<file path="config.mk">
export PLATFORM = sky130hd
export DESIGN_NAME = gost89_round
export DESIGN_NICKNAME = d
export VERILOG_FILES = /design/src/rtl/gost89_round.sv
export SDC_FILE = /design/constraint.sdc
export NUM_CORES = 1
export LEC_CHECK = 0
export BUFFER_PORTS_ARGS = -buffer_cell sky130_fd_sc_hd__clkbuf_2
export CAP_MARGIN = 15
export CORE_AREA = 5 5 260 262
export DETAILED_ROUTE_END_ITERATION = 8
export DIE_AREA = 0 0 265 267
export GPL_TIMING_DRIVEN = 0
export PLACE_DENSITY = 0.42
export SLEW_MARGIN = 40
export SYNTH_ARGS = -nofsm -noshare
export SYNTH_HDL_FRONTEND = slang
export SYNTH_SLANG_ARGS = --single-unit
</file>
<file path="constraint.sdc">
create_clock -name clk -period 0.8 [get_ports clk]
set_input_delay 0 -clock clk [delete_from_list [all_inputs] [get_ports clk]]
set_output_delay 0 -clock clk [all_outputs]
set_load 0.03 [all_outputs]
</file>
<file path="src/rtl/gost89_round.sv">
// One Feistel round of the GOST 28147-89 block cipher.
// The round function output is XORed into n2 and the halves are swapped,
// with both results registered. The caller iterates this block 32 times,
// feeding out1 back to n1 and out2 back to n2 and presenting a new subkey
// each cycle.
module gost89_round (
    input  logic         clk,
    input  logic         reset,
    input  logic [511:0] sbox,
    input  logic [31:0]  key,
    input  logic [31:0]  n1,
    input  logic [31:0]  n2,
    output logic [31:0]  out1,
    output logic [31:0]  out2
);

    logic [31:0] sum;
    logic [31:0] sub;
    logic [31:0] f_out;

    // Key mixing: plain 32-bit add, the carry out of bit 31 is dropped.
    always_comb begin
        sum = n1 + key;
    end

    // Substitution: nibble i of the sum picks entry j of box i.
    // Bit address of entry j in box i is 64*i + 4*j = {i, j, 2'b00}.
    always_comb begin
        // NOTE: a full default before the loop means every bit is assigned on
        // every pass, so no latch can be inferred.
        sub = '0;
        for (int i = 0; i < 8; i++) begin
            sub[4*i +: 4] = sbox[{i[2:0], sum[4*i +: 4], 2'b00} +: 4];
        end
    end

    // Rotate the substituted word left by 11 bits.
    assign f_out = {sub[20:0], sub[31:21]};

    // Register the round result; reset clears both halves immediately.
    always_ff @(posedge clk or negedge reset) begin
        if (!reset) begin
            out1 <= '0;
            out2 <= '0;
        end else begin
            // NOTE: non-blocking assignments so every register samples the
            // values present before the edge, whatever the statement order.
            out1 <= n2 ^ f_out;
            out2 <= n1;
        end
    end

endmodule

</file>
# Yosys cells after proc, flatten, opt, wreduce, memory -nomap -nowiden
# Index checks and enable logic that the tools add are counted.
[word_totals] inputBits=610 word_cells=12 output_inout_bits=64 ff_bits=64
[op_classes] n_addsub=1 n_shift=8 bitwise_logic=1
[ops] op="$shiftx 512x10->4" n=4
[ops] op="$shiftx 512x9->4" n=2
[ops] op="$shiftx 512x7->4" n=1
[ops] op="$shiftx 512x8->4" n=1
[ops] op="$add 32x32->32" n=1
[ops] op="$xor 32x32->32" n=1

# Logic depth before layout (Yosys ltp)
[depth] word_depth=3 mapped_depth=15 mapped_depth_nobuf=14

# Least setup slack after synthesis
# No wires, ideal clock.
[synth_path] path_kind="input -> register" startpoint="in key[9]" endpoint="reg out1[27]" t_arrival_ns=3.480 path_slack_ns=-2.802 setup_time_ns=0.122 t_required_ns=0.678 path_stages=12 n_path_buf=2 path_cell_list="ha_1 > buf_6 > a21oi_4 > a21oi_1 > or3_4 > o21ai_1 > nand3_1 > xor2_1 > buf_2 > mux4_2 > mux4_2 > xor2_1"
[synth_between] elab_chain_len=3
[synth_rtl] item="start, declared" line="10" text="input logic [31:0] key,"
[synth_rtl] item="$add 32x32->32" line="23" text="sum = n1 + key;"
[synth_rtl] item="$shiftx 512x10->4" line="33" text="sub[4*i +: 4] = sbox[{i[2:0], sum[4*i +: 4], 2'b00} +: 4];"
[synth_rtl] item="$xor 32x32->32" line="48" text="out1 <= n2 ^ f_out;"
[synth_rtl] item="end signal, assigned" line="48"
[synth_rtl] item="end, declared" line="13" text="output logic [31:0] out1,"
# Every way passes these cells.

# Worst setup path after layout
[layout_path] startpoint="in key[9]" endpoint="reg out1[10]"
# Same word-level chain as after synthesis.

==> run metrics <==
status=finished, violations left; failing checks=negative setup slack; number of routed nets with antenna violations=0; largest family of logic cells by synthesized area=multiplexers; Max IR drop VDD=0.936 mV; area leader, netlist=mux4_2; TritonCTS clock tree=yes; prevailing post-synth register cell=dfrtp_1; Worst-Margin Slew=652 ps; first-pass GRT wire length=72.9 mm; syn avg cell area=10.8 µm²; Hold WC Path Type=input port to register; most area-consuming cells after synthesis=mux4_2, dfrtp_1, mux2i_1; routed via count=10.0k; vias in the first global route=11.1k; xor/xnor share of the synthesized area=6.34%; simple-gate share of the synthesized area=11.1%; gp weighted congestion=0.950; worst slack, placed=-3420 ps; Layout Cells excl Fill=2,416; Final Cycle Share=367%; synthesized flop and latch total=64; TritonCTS Sinks=64; Pre-antenna DRT Iters=5; Setup CP Type=input port to register; vias per cell=4.16; Max Freq=341 MHz; EDFF count, synth=0; layout cells sized above 1=67.3%; Leak Pwr=7.29 nW; Startpoint Class=input port; Clk pin slew, worst setup/hold paths=70 ps; Design Area, Final=16,000 µm²; area grow syn2layout=101%; die width=265 µm; DRC=0; First DRT Iteration DRCs=524; global route overflow=0; Seq/Total Area, Yosys=20.1%; RSZ-0062 raised after global routing=true; Final TNS setup=-65,220 ps; most common cell after layout, fill and taps aside=clkbuf_2; CP Capture Type=register; Die Y=267 µm; CTS Root Cell=clkbuf_16; post-synthesis compound-gate area fraction=15.0%; I/O Pins=674; Syn Inst Count=741; core area=65,200 µm²; most frequent cells in the layout=clkbuf_2, mux4_2, nand2_1, buf_8, dlygate4sd3_1; final hold vios=0; routed wire length=51.2 mm; Period minus WS final=2940 ps; placed insts=2,280; Num CTS Buffers=9; total power density per cell area=1770 nW/µm²; Initial Utilization=12.2%; CTS HTree Levels=3; Worst Path Required=1080 ps; worst hold slack=14.7 ps; synth warn=0; GR Util All Layers=13.8%; Post-synth ARST share=100%; CTS max path bufs=2; dpl hpwl=44.3 mm; Synth Cell Area=7980 µm²; utilization after layout=24.6%; Critical Path AT=3210 ps; top cell type's share of synthesized area=32.8%; WL per Instance=21.2 µm; DIE AREA=70,800 µm²; Max Slew Vio Count=0; setup violators final=96; nets=2,190; Yosys cell types=63; number of cell rows=94; largest net degree at the start of global routing=40; Tot Pwr=28.5 mW; initial antenna violation count=4; syn nets=1,383; Crit Path Max Fanout=5; mux cell area share after synthesis=39.2%; Adder-Cell Fraction of Synth Area=5.11%; IO Port Bufs=673; number of max-cap violations=0; Final WS setup=-2140 ps; dpl cell area=12,800 µm²; Slew headroom=56.0%
kinds of logic (layout without fill, tap and decap cells):
kind of cell / Yosys count / after routing
fa+ha+maj: 32 / 32
simple gates: 187 / 187
buf+inv: 58 / 868
mux: 167 / 167
other cells: 0 / 1
compound gates: 177 / 177
xor+xnor: 56 / 56
flops: 64 / 64
metal layers:
| layer | vias up | wire length, µm | global-route usage, % |
|---|---|---|---|
| met1 | 4938 | 19100 | 15.5 |
| met2 | 511 | 27200 | 26.1 |
| met5 | - | 13 | 0 |
| met4 | 2 | 761 | 2.94 |
| met3 | 37 | 4090 | 4.04 |
| li1 | 4561 | - | - |
power breakdown:
group          total [mW]  internal (mW)  switching (mW)
Clock                4.41           2.55            1.86
Sequential           4.76           4.11           0.647
Combinational        19.3           10.3            8.98
Total                28.5           17.0            11.5
registers in the layout, summed over array words and instances (netlist names):
name and flops:
out1 32, out2 32
critical path, cell delays in order:
cell and delay (ps):
buf_6 100, ha_4 250, a21oi_4 140, a21oi_2 70, or3_4 430, o2111ai_4 280, a31oi_4 150, o41ai_4 310
xnor2_2 190, buf_6 180, mux4_2 540, mux2i_4 200, nor2_2 50, a2111oi_2 310
synthesized netlist by cell type, drive strengths merged, types with 6 or more instances:
library cell  instances
mux4                116
nand2                94
dfrtp                64
a21oi                63
mux2i                50
xor2                 33
ha                   31
nor2                 28
clkbuf               24
inv                  23
xnor2                23
o21ai                22
o21bai               17
a22oi                14
a211oi               12
and4                 11
buf                  11
nand3                10
a21o                  9
nor4                  8
o211ai                7
nor3                  6
worst paths after layout:
| check | to | depth (start not counted) | startpoint |
|---|---|---|---|
| min in group asynchronous | out1[26] | 2 | reset |
| worst max-delay path | out1[10] | 14 | key[9] |
| worst min-delay path | out1[10] | 3 | n2[10] |
| max in group asynchronous | out1[12] | 3 | reset |
final cells by class:
cell class              count  area, µm²
fillers                  7042      49100
multi-input cells         619       7310
repair buffers            804       5400
flip-flops and latches     64       1600
well taps                 864       1080
plain buffers              27        275
clock buffers              11        253
inverters                  23       86.3
clock inverters             3       42.5
diodes                      1       2.50
what timing repair did:
action	in CTS	in global routing
gates cloned	1	2
hold buffers	65	0
pin swaps	39	51
setup buffers	42	20
gates resized for setup	252	177
endpoints found under the setup margin	96	96
endpoints found under the hold margin	128	0
Power figures use the tool's default switching activity.
